$ cat src/rtl/awmc_pkg.sv
// Shared definitions for the AWMC front-panel controller.
//  - AWMC stage codes (idle/paused plus the five wash stages)
//  - panel FSM state encoding
//  - stage -> one-hot LED decode
package awmc_pkg;

  localparam logic [2:0] STG_IDLE  = 3'b111;
  localparam logic [2:0] STG_FILL  = 3'd0;
  localparam logic [2:0] STG_WASH  = 3'd1;
  localparam logic [2:0] STG_RINSE = 3'd2;
  localparam logic [2:0] STG_SPIN  = 3'd3;
  localparam logic [2:0] STG_DRY   = 3'd4;

  // Button slots in the debouncer array
  localparam int NUM_BTN   = 2;
  localparam int BTN_START = 0;
  localparam int BTN_PAUSE = 1;

  typedef enum logic [2:0] {
    ST_IDLE,
    ST_RUNNING,
    ST_PAUSED,
    ST_COMPLETE,
    ST_FAULT
  } panel_state_t;

  // One LED per wash stage; idle and the unused codes 5/6 light nothing.
  function automatic logic [4:0] stage_led_dec(input logic [2:0] s);
    logic [4:0] led;
    led = 5'b0;
    case (s)
      STG_FILL:  led = 5'b00001;
      STG_WASH:  led = 5'b00010;
      STG_RINSE: led = 5'b00100;
      STG_SPIN:  led = 5'b01000;
      STG_DRY:   led = 5'b10000;
      default:   led = 5'b0;
    endcase
    return led;
  endfunction

endpackage

$ cat src/rtl/awmc_debounce.sv
// Button conditioning: 2-flop synchronizer, counting debouncer and a
// registered rising-edge detector.
//  clk, reset : system clock / async active-high reset
//  btn        : raw asynchronous bouncy button (active-high)
//  press      : one-cycle pulse when the debounced level goes 0->1
// The debounced level flips only after DEB_CYCLES consecutive synced
// samples that disagree with it; any agreeing sample restarts the count.
module awmc_debounce #(
  parameter int DEB_CYCLES = 16
) (
  input  logic clk,
  input  logic reset,
  input  logic btn,
  output logic press
);
  localparam int CW = $clog2(DEB_CYCLES);

  logic          sync1, sync2;
  logic          level, level_q;
  logic [CW-1:0] cnt;

  always_ff @(posedge clk or posedge reset) begin
    if (reset) begin
      sync1   <= 1'b0;
      sync2   <= 1'b0;
      level   <= 1'b0;
      level_q <= 1'b0;
      cnt     <= '0;
      press   <= 1'b0;
    end else begin
      sync1 <= btn;
      sync2 <= sync1;
      if (sync2 != level) begin
        if (cnt == CW'(DEB_CYCLES - 1)) begin
          level <= sync2;
          cnt   <= '0;
        end else begin
          cnt <= cnt + 1'b1;
        end
      end else begin
        cnt <= '0;
      end
      level_q <= level;
      press   <= level & ~level_q;
    end
  end

endmodule

$ cat src/rtl/awmc_panel_ctrl.sv
// Front-panel / supervisor controller for the AWMC.
//  clk, reset           : system clock / async active-high reset (shared with AWMC)
//  start_btn, pause_btn : raw bouncy buttons
//  door_open            : door switch (synchronized only)
//  stage, done          : AWMC status inputs
//  start                : one-cycle start pulse to AWMC
//  pause                : pause level to AWMC (held while paused/faulted)
//  stage_led            : registered one-hot stage LEDs
//  buzzer               : end-of-cycle buzzer, BUZZ_CYCLES long
//  busy                 : high in RUNNING or PAUSED
//  fault                : sticky stall fault, cleared only by reset
module awmc_panel_ctrl
  import awmc_pkg::*;
#(
  parameter int DEB_CYCLES  = 16,
  parameter int STALL_LIMIT = 64,
  parameter int BUZZ_CYCLES = 32
) (
  input  logic       clk,
  input  logic       reset,
  input  logic       start_btn,
  input  logic       pause_btn,
  input  logic       door_open,
  input  logic [2:0] stage,
  input  logic       done,
  output logic       start,
  output logic       pause,
  output logic [4:0] stage_led,
  output logic       buzzer,
  output logic       busy,
  output logic       fault
);
  localparam int SW = $clog2(STALL_LIMIT);
  localparam int BW = $clog2(BUZZ_CYCLES + 1);

  logic [NUM_BTN-1:0] btn_raw, btn_ev;
  logic               start_ev, pause_ev;

  assign btn_raw[BTN_START] = start_btn;
  assign btn_raw[BTN_PAUSE] = pause_btn;

  for (genvar b = 0; b < NUM_BTN; b++) begin : g_btn
    awmc_debounce #(.DEB_CYCLES(DEB_CYCLES)) u_deb (
      .clk   (clk),
      .reset (reset),
      .btn   (btn_raw[b]),
      .press (btn_ev[b])
    );
  end

  assign start_ev = btn_ev[BTN_START];
  assign pause_ev = btn_ev[BTN_PAUSE];

  panel_state_t  state;
  logic          door_m, door_s;
  logic [2:0]    stage_q, last_stage;
  logic [SW-1:0] stall_cnt;
  logic [BW-1:0] buzz_cnt;

  always_ff @(posedge clk or posedge reset) begin
    if (reset) begin
      state      <= ST_IDLE;
      door_m     <= 1'b0;
      door_s     <= 1'b0;
      stage_q    <= STG_IDLE;
      last_stage <= STG_IDLE;
      stall_cnt  <= '0;
      buzz_cnt   <= '0;
      start      <= 1'b0;
      pause      <= 1'b0;
      stage_led  <= 5'b0;
      buzzer     <= 1'b0;
      busy       <= 1'b0;
      fault      <= 1'b0;
    end else begin
      door_m    <= door_open;
      door_s    <= door_m;
      stage_q   <= stage;
      stage_led <= stage_led_dec(stage);
      start     <= 1'b0;

      case (state)
        ST_IDLE: begin
          if (start_ev && !door_s) begin
            start      <= 1'b1;
            busy       <= 1'b1;
            last_stage <= STG_IDLE;
            stall_cnt  <= '0;
            state      <= ST_RUNNING;
          end
        end

        ST_RUNNING: begin
          if (stage != STG_IDLE) last_stage <= stage;
          // Restart the stall window whenever AWMC moves; saturate otherwise.
          if (stage != stage_q)    stall_cnt <= '0;
          else if (stall_cnt != '1) stall_cnt <= stall_cnt + 1'b1;

          // Completion needs the DRY stage to have been seen, so a stale
          // done from an earlier cycle cannot end a fresh run.
          if (done && stage == STG_IDLE && last_stage == STG_DRY) begin
            buzzer   <= 1'b1;
            buzz_cnt <= BW'(BUZZ_CYCLES - 1);
            busy     <= 1'b0;
            state    <= ST_COMPLETE;
          end else if (pause_ev || door_s) begin
            pause <= 1'b1;
            state <= ST_PAUSED;
          end else if (stall_cnt == SW'(STALL_LIMIT - 1)) begin
            pause <= 1'b1;
            fault <= 1'b1;
            busy  <= 1'b0;
            state <= ST_FAULT;
          end
        end

        ST_PAUSED: begin
          if (start_ev && !door_s) begin
            pause     <= 1'b0;
            stall_cnt <= '0;
            state     <= ST_RUNNING;
          end
        end

        ST_COMPLETE: begin
          if (start_ev && !door_s) begin
            buzzer     <= 1'b0;
            start      <= 1'b1;
            busy       <= 1'b1;
            last_stage <= STG_IDLE;
            stall_cnt  <= '0;
            state      <= ST_RUNNING;
          end else if (buzz_cnt == '0) begin
            buzzer <= 1'b0;
          end else begin
            buzz_cnt <= buzz_cnt - 1'b1;
          end
        end

        ST_FAULT: begin
          pause  <= 1'b1;
          fault  <= 1'b1;
          buzzer <= 1'b0;
        end

        default: state <= ST_IDLE;
      endcase
    end
  end

endmodule

$ cat config.mk
export PLATFORM = sky130hd
export DESIGN_NAME = awmc_panel_ctrl
export DESIGN_NICKNAME = d
export VERILOG_FILES = /design/src/rtl/awmc_pkg.sv /design/src/rtl/awmc_debounce.sv /design/src/rtl/awmc_panel_ctrl.sv
export SDC_FILE = /design/constraint.sdc
export NUM_CORES = 1
export LEC_CHECK = 0
export BUFFER_PORTS_ARGS = -buffer_cell sky130_fd_sc_hd__buf_2
export CAP_MARGIN = 40
export CORE_MARGIN = 4
export CORE_UTILIZATION = 55
export CTS_CLUSTER_SIZE = 20
export DETAILED_ROUTE_END_ITERATION = 8
export GPL_TIMING_DRIVEN = 0
export PLACE_DENSITY = 0.72
export SYNTH_ARGS = -nofsm -noshare
export SYNTH_HDL_FRONTEND = slang
export SYNTH_HIERARCHICAL = 1
export SYNTH_SLANG_ARGS = --single-unit
$ cat constraint.sdc
create_clock -name clk -period 2.19 [get_ports clk]
set_input_delay 0.219 -clock clk [delete_from_list [all_inputs] [get_ports clk]]
set_output_delay 0.219 -clock clk [all_outputs]
set_load 0.005 [all_outputs]
Yosys cells after proc, flatten, opt, wreduce, memory -nomap -nowiden
Cells that the tools add are included.
{"block": "op_classes", "addsub": 4, "eq_ne": 34, "n_mux": 40, "n_bitwise": 5, "reduce_logical": 26}
{"operator": "6-bit two-way mux", "count": 6}
{"operator": "5-bit one-hot mux with 5 select lines", "count": 1}
{"operator": "6-bit one-hot mux with 2 select lines", "count": 2}
{"operator": "3-bit two-way mux", "count": 6}
{"operator": "3-bit inequality test, second input constant", "count": 6}
{"operator": "4-bit two-way mux", "count": 4}
{"operator": "2-bit inequality test, second input constant", "count": 8}
{"operator": "4-bit AND reduction", "count": 4}
{"operator": "1-bit two-way mux", "count": 15}
{"operator": "3-bit by 2-bit equality test with 1-bit output, second input constant", "count": 4}
{"operator": "3-bit equality test, second input constant", "count": 4}
{"operator": "3-bit AND reduction", "count": 4}
{"operator": "3-bit one-hot mux with 3 select lines", "count": 1}
{"operator": "4-bit by 1-bit adder with 4-bit output, second input constant", "count": 2}
{"operator": "4-bit equality test, second input constant", "count": 2}
{"operator": "2-bit nonzero test", "count": 4}
{"operator": "6-bit by 1-bit adder with 6-bit output, second input constant", "count": 1}
{"operator": "3-bit by 1-bit equality test with 1-bit output, second input constant", "count": 2}
{"operator": "6-bit equality test, second input constant", "count": 1}
{"operator": "3-bit zero test", "count": 2}
{"operator": "6-bit zero test", "count": 1}
{"operator": "6-bit inequality test, second input constant", "count": 1}
{"operator": "1-bit one-hot mux with 3 select lines", "count": 2}
{"operator": "3-bit one-hot mux with 2 select lines", "count": 1}
{"operator": "15 further kinds", "count": 25}
{"block": "totals", "regBits": 51, "out_inout_bits": 10, "elab_cells": 134}

Depth between registers and ports, before layout
Gate-level depths: netlist of the first run.
{"block": "depth", "word_depth": 5, "depth_mapped": 6, "mapped_depth_nobuf": 6}

Modules after synthesis
Netlist of the first run, hierarchy kept.
{"mod": "awmc_panel_ctrl", "n_inst": 1, "cells_per_inst": 159, "area_each_um2": 1644.1, "seq_area_each_um2": 833.3}
{"mod": "awmc_debounce", "n_inst": 2, "cells_per_inst": 22, "area_each_um2": 331.6, "seq_area_each_um2": 225.2}

Worst setup path after synthesis of the first run
OpenSTA, ideal clock, no wires.
{"block": "synth_timing", "kind": "flip-flop to flip-flop", "from": "register buzz_cnt[0]", "to": "register buzz_cnt[1]", "setup_time_ns": 0.139, "t_arrival_ns": 1.646, "setup_slack_ns": 0.405, "path_stages_with_launch": 7, "path_buffers": 0, "period_less_slack_ns": 1.785, "cell_sequence": "dfrtp_1 -> inv_1 -> ha_1 -> or4b_1 -> o211a_1 -> a21oi_1 -> a21boi_0"}
{"block": "synth_via", "elab_chain_len": 4, "word_cells_on_any_way": 7, "cone_classes": "add/sub: 1; eq/ne: 1; mux: 3; reduce/logical: 2"}
{"element": "start: declaration", "line": "awmc_panel_ctrl.sv:58", "source": "logic [BW-1:0] buzz_cnt;"}
{"element": "start signal: assignment", "line": "awmc_panel_ctrl.sv:103", "source": "buzz_cnt <= BW'(BUZZ_CYCLES - 1);"}
{"element": "start signal: assignment", "line": "awmc_panel_ctrl.sv:136", "source": "buzz_cnt <= buzz_cnt - 1'b1;"}
{"element": "6-bit by 1-bit subtractor with 6-bit output", "line": "awmc_panel_ctrl.sv:136"}
{"element": "6-bit two-way mux", "line": "awmc_panel_ctrl.sv:133", "source": "end else if (buzz_cnt == '0) begin"}
{"element": "6-bit two-way mux", "line": "awmc_panel_ctrl.sv:126", "source": "if (start_ev && !door_s) begin"}
{"element": "6-bit one-hot mux with 2 select lines", "line": "awmc_panel_ctrl.sv:82", "source": "case (state)"}
Several ways; a longest one is shown, not always the timed one. The select of a mux whose other input is x is not followed.
A chain may end at the register's enable or synchronous reset.

Worst setup path in the final report of the first run
Ends and elaborated chain as after synthesis.

==> qor.txt, run 1 <==
Share of cells above drive strength 1 -> 19.1%
GRT Total Usage -> 18.5%
Cell taking the most area after synthesis -> dfrtp_1
Final Max Slew Viols -> 0
Max_slew headroom -> 57.2%
Final Skew -> 0.00677 ns
Final hold vios -> 0
Initial antenna violation count -> 0
Worst EP arrival -> 2.19 ns
Die Height -> 72.8 um
CP bufs+invs -> 1
Max frequency -> 0.495 GHz
Max Cap Viol -> 0
Clock latency on the worst-skew pair -> 0.30 ns
Yosys top cell area share -> 48.8%
Min-delay src -> pause_btn
Internal power -> 1.38 mW
Clk slew on worst S/H paths -> 0.09 ns
Status -> completed
# setup viols final -> 0
Top post-synthesis cells by count -> dfrtp_1 (45), nor2_1 (14), nand2_1 (10)
Initial core utilization -> 57.3%
Crit path capture type -> flop
Comb pwr share -> 7.5%
CP delay by family, top -> compound AO/OA/AOI/OAI gates
Fin crit period -> 2.02 ns
First-pass GRT wire length -> 7460 um
Cts hold-fix bufs -> 1
Pwr Density -> 684 nW/um^2
Post-CTS resize count -> 0
CTS tree -> yes
Leak -> 1.19 nW
Core area -> 4030 um^2
Filler cells -> 344
WL/cell -> 15.8 um
DR pass1 iterations -> 5
Final GP Congestion -> 0.857
Max Buffers Root-to-Sink -> 2
Most common cell in the synthesized netlist -> dfrtp_1
Number of global-route vias before repair -> 1688
HP Class -> in -> reg
Reg power frac -> 57.2%
Final TNS setup -> 0 ns
Drt first-iter violations -> 137
Antenna diodes -> 0
Max rail drop VDD -> 0.000541 V
Die ar. -> 5300 um^2
Final wirelength -> 4420 um
Largest net degree at the start of global routing -> 19
Slowest stage cell, crit path -> or4b_1
Clk network pwr share -> 35.2%
WS Path Type -> reg -> reg
Ys flop type -> dfrtp_1
Via/cell ratio -> 6.02
DRC violations left -> 0
Die Wd -> 72.8 um
Nets -> 244
RR Startpoint -> buzz_cnt[0]$_DFFE_PP0P_
Clock sink count -> 51
Top post-synthesis cells by area -> dfrtp_1 (49%), dfstp_2 (6.8%), ha_1 (2.7%)
Syn nets -> 217
Post-synth ARST share -> 100%
Post-DP HPWL -> 3330 um
Vias -> 1685
Pwr Total -> 1.78 mW
Crit path launch type -> flop
CP Launch Point -> buzz_cnt[0]$_DFFE_PP0P_
Synthesized area -> 2310 um^2
Layout area overhead -> 12.9%
Sw frac -> 22.4%
Crit-path max FO -> 5
Global route total overflow -> 0
Post-synth cell types -> 47
H-tree depth -> 2
Number of setup buffers added after CTS -> 0
Root Buffer -> clkbuf_8
Post-synth EDFFs -> 0
Worst-margin pin slew -> 0.641 ns
Ordered cell list for the critical path -> inv_1, ha_1, or4b_1, o211a_1, a21oi_1, a21boi_0
Sequential share of the synthesized area -> 55.6%
Worst path required time -> 2.36 ns
Ys Warns -> 6
Row count -> 23
Syn Inst Count -> 203
Num CTS Buffers -> 5
RSZ-0062 raised after global routing -> no
Flops & latches, synth -> 51
Antenna-violating nets left -> 0
Ports -> 19
Psw -> 400 uW
Slowest stage delay, CP -> 0.46 ns
Fin crit share -> 92.3%
Syn_area_per_cell -> 11.4 um^2
# port buffers -> 18
[per-stage QoR]
stage	instance area (um^2)	utilization, %	std cells	setup slack (ns)	hold WS (ns)
final	2600	64.6	280	0.169	0.0196
after floorplan	2310	-	203	0.405	0.0469
after global routing	2600	64.6	280	0.0603	0.00430
after global placement	2460	61.1	271	0.247	0.196
after detailed placement	2490	61.7	272	0.194	0.207
after CTS	2600	64.6	280	0.180	0.0122
[power groups by stage]
stage          registers [mW]  logic (mW)  clock network, mW
3_5_place_dp             1.04       0.135                  0
5_1_grt                  1.02       0.149              0.687
4_1_cts                  1.02       0.137              0.641
6_report                 1.02       0.134              0.628
2_1_floorplan            1.03      0.0927                  0
3_3_place_gp             1.03       0.118                  0
[final timing paths]
check	to	slack (ns)	cells after the start
worst min register to register	g_btn[0].u_deb/sync2$_DFF_PP0_	0.36	0
worst max-delay path	buzz_cnt[1]$_DFFE_PP0P_	0.17	6
min in group asynchronous	g_btn[1].u_deb/sync2$_DFF_PP0_	0.42	3
max in group asynchronous	stage_q[2]$_DFF_PP1_	1.04	4
worst min-delay path	g_btn[1].u_deb/sync1$_DFF_PP0_	0.02	1
worst max register to register	buzz_cnt[1]$_DFFE_PP0P_	0.17	6
[sequential cells by signal (all words and copies together) (netlist names)]
| register | count |
|---|---|
| g_btn.u_deb/level | 2 |
| g_btn.u_deb/sync2 | 2 |
| buzzer | 1 |
| last_stage | 3 |
| g_btn.u_deb/cnt | 8 |
| door_s | 1 |
| fault | 1 |
| stage_q | 3 |
| g_btn.u_deb/level_q | 2 |
| stall_cnt | 6 |
| pause | 1 |
| g_btn.u_deb/sync1 | 2 |
| stage_led | 5 |
| buzz_cnt | 6 |
| door_m | 1 |
| busy | 1 |
| g_btn.u_deb/press | 2 |
| start | 1 |
| state | 3 |
[area by class of cell]
class / instances / area (um^2) / area share (%)
Clock buffer: 5 / 68.8 / 2.64
Inverter: 9 / 33.8 / 1.30
Sequential cell: 51 / 1280 / 49.3
Multi-Input combinational cell: 135 / 955 / 36.7
Buffer: 8 / 35.0 / 1.35
Timing Repair Buffer: 20 / 128 / 4.90
Clock inverter: 2 / 37.5 / 1.44
Tap cell: 50 / 62.6 / 2.40
[per-layer routing]
| layer | wire (um) | vias to the layer above | GRT usage (%) |
|---|---|---|---|
| met1 | 1780 | 824 | 21.4 |
| met2 | 2260 | 59 | 31.9 |
| li1 | - | 786 | - |
| met4 | 128 | 0 | 8.20 |
| met5 | 0 | - | 0 |
| met3 | 251 | 16 | 4.96 |
[cell families (layout without fill, tap and decap cells)]
kind of cell / count (synthesis) / after routing / share of synthesized area, %
compound gates: 51 / 51 / 16.3
fa+ha+maj: 5 / 5 / 2.71
simple gates: 65 / 65 / 16.3
buf+inv: 17 / 44 / 2.98
flops: 51 / 51 / 55.6
xor+xnor: 7 / 7 / 2.66
mux: 7 / 7 / 3.47
[placed cells by master, fill, tap and decap left out, types with 4 or more instances in the layout]
cell type,count
nor2b_1,7
clkbuf_1,4
clkbuf_8,5
a21oi_1,9
nor2_1,14
dfstp_2,6
inv_1,9
nor3_1,4
a31oi_1,6
o21ai_0,6
a311oi_1,4
ha_1,5
mux2i_1,5
xnor2_1,4
a21o_1,5
dfrtp_1,45
nand2b_1,4
nand2_1,10
nor3b_1,5
buf_2,22
nand3_1,7
(Power assumes the default switching activity.)
==> inputs of run 2 (changes only) <==
CORE_UTILIZATION = 45   (was 55)
PLACE_DENSITY = 0.61   (was 0.72)
==> run 2 against run 1 <==
Cell count grew 7.1%. Sequential share of layout area shrank 0.49 points. Global-route usage shrank 3.9 points. Die area grew 20%. First-iteration DRC count grew 6.6%. Critical path depth is the same. Critical path type unchanged. Final area grew 1.0%. Clock-buffer cell count is the same.
==> qor.txt, run 2 (synthesis results as in run 1) <==
Worst R2R Setup Slack -> 0.17 ns (about the same)
Worst path required time -> 2.36 ns (about the same)
Vias -> 1639 (-2.7%)
Antenna-violating nets left -> 0 (unchanged)
Multi-input logic area -> 955 um^2 (unchanged)
WS Path Type -> reg -> reg
WL/cell -> 14.0 um (-11%)
Max Cap Viol -> 0 (unchanged)
Initial antenna violation count -> 0 (unchanged)
Crit-path max FO -> 5 (unchanged)
Largest net degree at the start of global routing -> 19 (unchanged)
Fin crit period -> 2.02 ns (-0.00525 ns)
Final Max Slew Viols -> 0 (unchanged)
Number of flip-flops under the largest register name -> 8 (unchanged)
Layout area overhead -> 14.0%
Most common cell after layout, fill and taps aside -> dfrtp_1
Worst EP arrival -> 2.18 ns (about the same)
Crit path capture type -> flop
Ports -> 19 (unchanged)
Root Buffer -> clkbuf_8
Leak -> 1.20 nW (+0.59%)
Crit path launch type -> flop
Most frequent cells in the layout -> dfrtp_1 (45), buf_2 (22), nor2_1 (14)
Core area -> 4850 um^2 (+20%)
Ordered cell list for the critical path -> inv_1, ha_1, or4b_1, o211a_1, a21oi_1, a21boi_0
Number of global-route vias before repair -> 1584 (-6.2%)
Nets -> 246 (+0.82%)
Final Skew -> 0.0101 ns (+0.00331 ns)
Slowest stage delay, CP -> 0.47 ns (about the same)
Area occupied by registers -> 1280 um^2 (unchanged)
Max frequency -> 0.496 GHz (+0.26%)
CP bufs+invs -> 1 (unchanged)
Final TNS setup -> 0 ns (unchanged)
Clock latency on the worst-skew pair -> 0.30 ns (about the same)
Die ar. -> 6340 um^2 (+20%)
Slowest stage cell, crit path -> or4b_1
Post-CTS resize count -> 0 (unchanged)
Die Height -> 79.6 um (+9.4%)
Antenna diodes -> 0 (unchanged)
Fin crit share -> 92.0% (-0.24 points)
Final hold vios -> 0 (unchanged)
# port buffers -> 18 (unchanged)
Final wirelength -> 4200 um (-5.0%)
Hold Worst Slack -> 0.0185 ns (-0.00102 ns)
H-tree depth -> 2 (unchanged)
Pwr Density -> 646 nW/um^2 (-5.5%)
Max Buffers Root-to-Sink -> 2 (unchanged)
Via/cell ratio -> 5.46 (-9.2%)
GRT Total Usage -> 14.6% (-3.9 points)
Share of cells above drive strength 1 -> 19.3% (+0.18 points)
Clk slew on worst S/H paths -> 0.10 ns (about the same)
DR pass1 iterations -> 4 (-1)
Filler cells -> 418 (+22%)
Final GP Congestion -> 0.841 (-1.9%)
Clock sink count -> 51 (unchanged)
Regs by FF count -> g_btn.u_deb/cnt: 8 flops, buzz_cnt: 6 flops, stall_cnt: 6 flops
Row count -> 25 (+8.7%)
Initial core utilization -> 47.6% (-9.7 points)
CP delay by family, top -> compound AO/OA/AOI/OAI gates
DRC violations left -> 0 (unchanged)
Drt first-iter violations -> 146 (+6.6%)
Die Wd -> 79.6 um (+9.4%)
HP Class -> in -> reg
Post-DP HPWL -> 3150 um (-5.2%)
Status -> completed
Worst-margin pin slew -> 0.671 ns (+0.0307 ns)
Num CTS Buffers -> 5 (unchanged)
First-pass GRT wire length -> 7270 um (-2.6%)
Max_slew headroom -> 55.2% (-2.0 points)
Most flop-heavy register -> g_btn.u_deb/cnt
Max rail drop VDD -> 0.000398 V (-26%)
Global route total overflow -> 0 (unchanged)
CTS tree -> yes
# setup viols final -> 0 (unchanged)
RSZ-0062 raised after global routing -> no
-- run 2: final timing paths --
kind,start,end,cells after the start
worst max-delay path,buzz_cnt[0]$_DFFE_PP0P_,buzz_cnt[1]$_DFFE_PP0P_,6
worst min-delay path,stage[0],stage_q[0]$_DFF_PP1_,1
worst max register to register,buzz_cnt[0]$_DFFE_PP0P_,buzz_cnt[1]$_DFFE_PP0P_,6
worst min register to register,g_btn[1].u_deb/sync1$_DFF_PP0_,g_btn[1].u_deb/sync2$_DFF_PP0_,0
max in group asynchronous,reset,stage_q[2]$_DFF_PP1_,4
min in group asynchronous,reset,g_btn[1].u_deb/sync1$_DFF_PP0_,3
-- run 2: layout make-up --
class	instances	area share (%)
Sequential cell	51	48.8
Multi-Input combinational cell	135	36.3
Timing Repair Buffer	22	5.61
Tap cell	67	3.19
Clock buffer	5	2.62
Buffer	8	1.33
Inverter	9	1.28
Clock inverter	3	0.856
-- run 2: per-stage QoR --
stage	cell area [um^2]	setup slack [ns]	std cells	util [%]	total power, mW
floorplan	2310	0.405	203	-	1.12
detailed placement	2510	0.150	289	51.7	1.17
finish	2630	0.175	300	54.2	1.70
CTS	2620	0.137	299	54.0	1.72
global route	2630	0.00143	300	54.2	1.79
global placement	2480	0.226	288	51.2	1.15
-- run 2: power by group --
group	internal, mW	total [mW]	leakage [nW]	switching [mW]
clock	0.231	0.546	0.0489	0.315
combinational	0.0591	0.134	0.508	0.0750
sequential	0.990	1.02	0.644	0.0298
total	1.28	1.70	1.20	0.419
-- run 2: timing repair --
item                      in CTS  in global routing
hold endpoints to repair      19                  1
hold buffers                   2                  1
setup buffers                  0                  0
-- run 2: routing by layer --
metal  track usage, %  up-vias  part of all wire [%]
met5                0        -                     0
met4             5.84        0                  0.60
met3             3.27        2                   4.6
met2             24.4       46                    50
met1             18.3      798                    45
li1                 -      793                     -
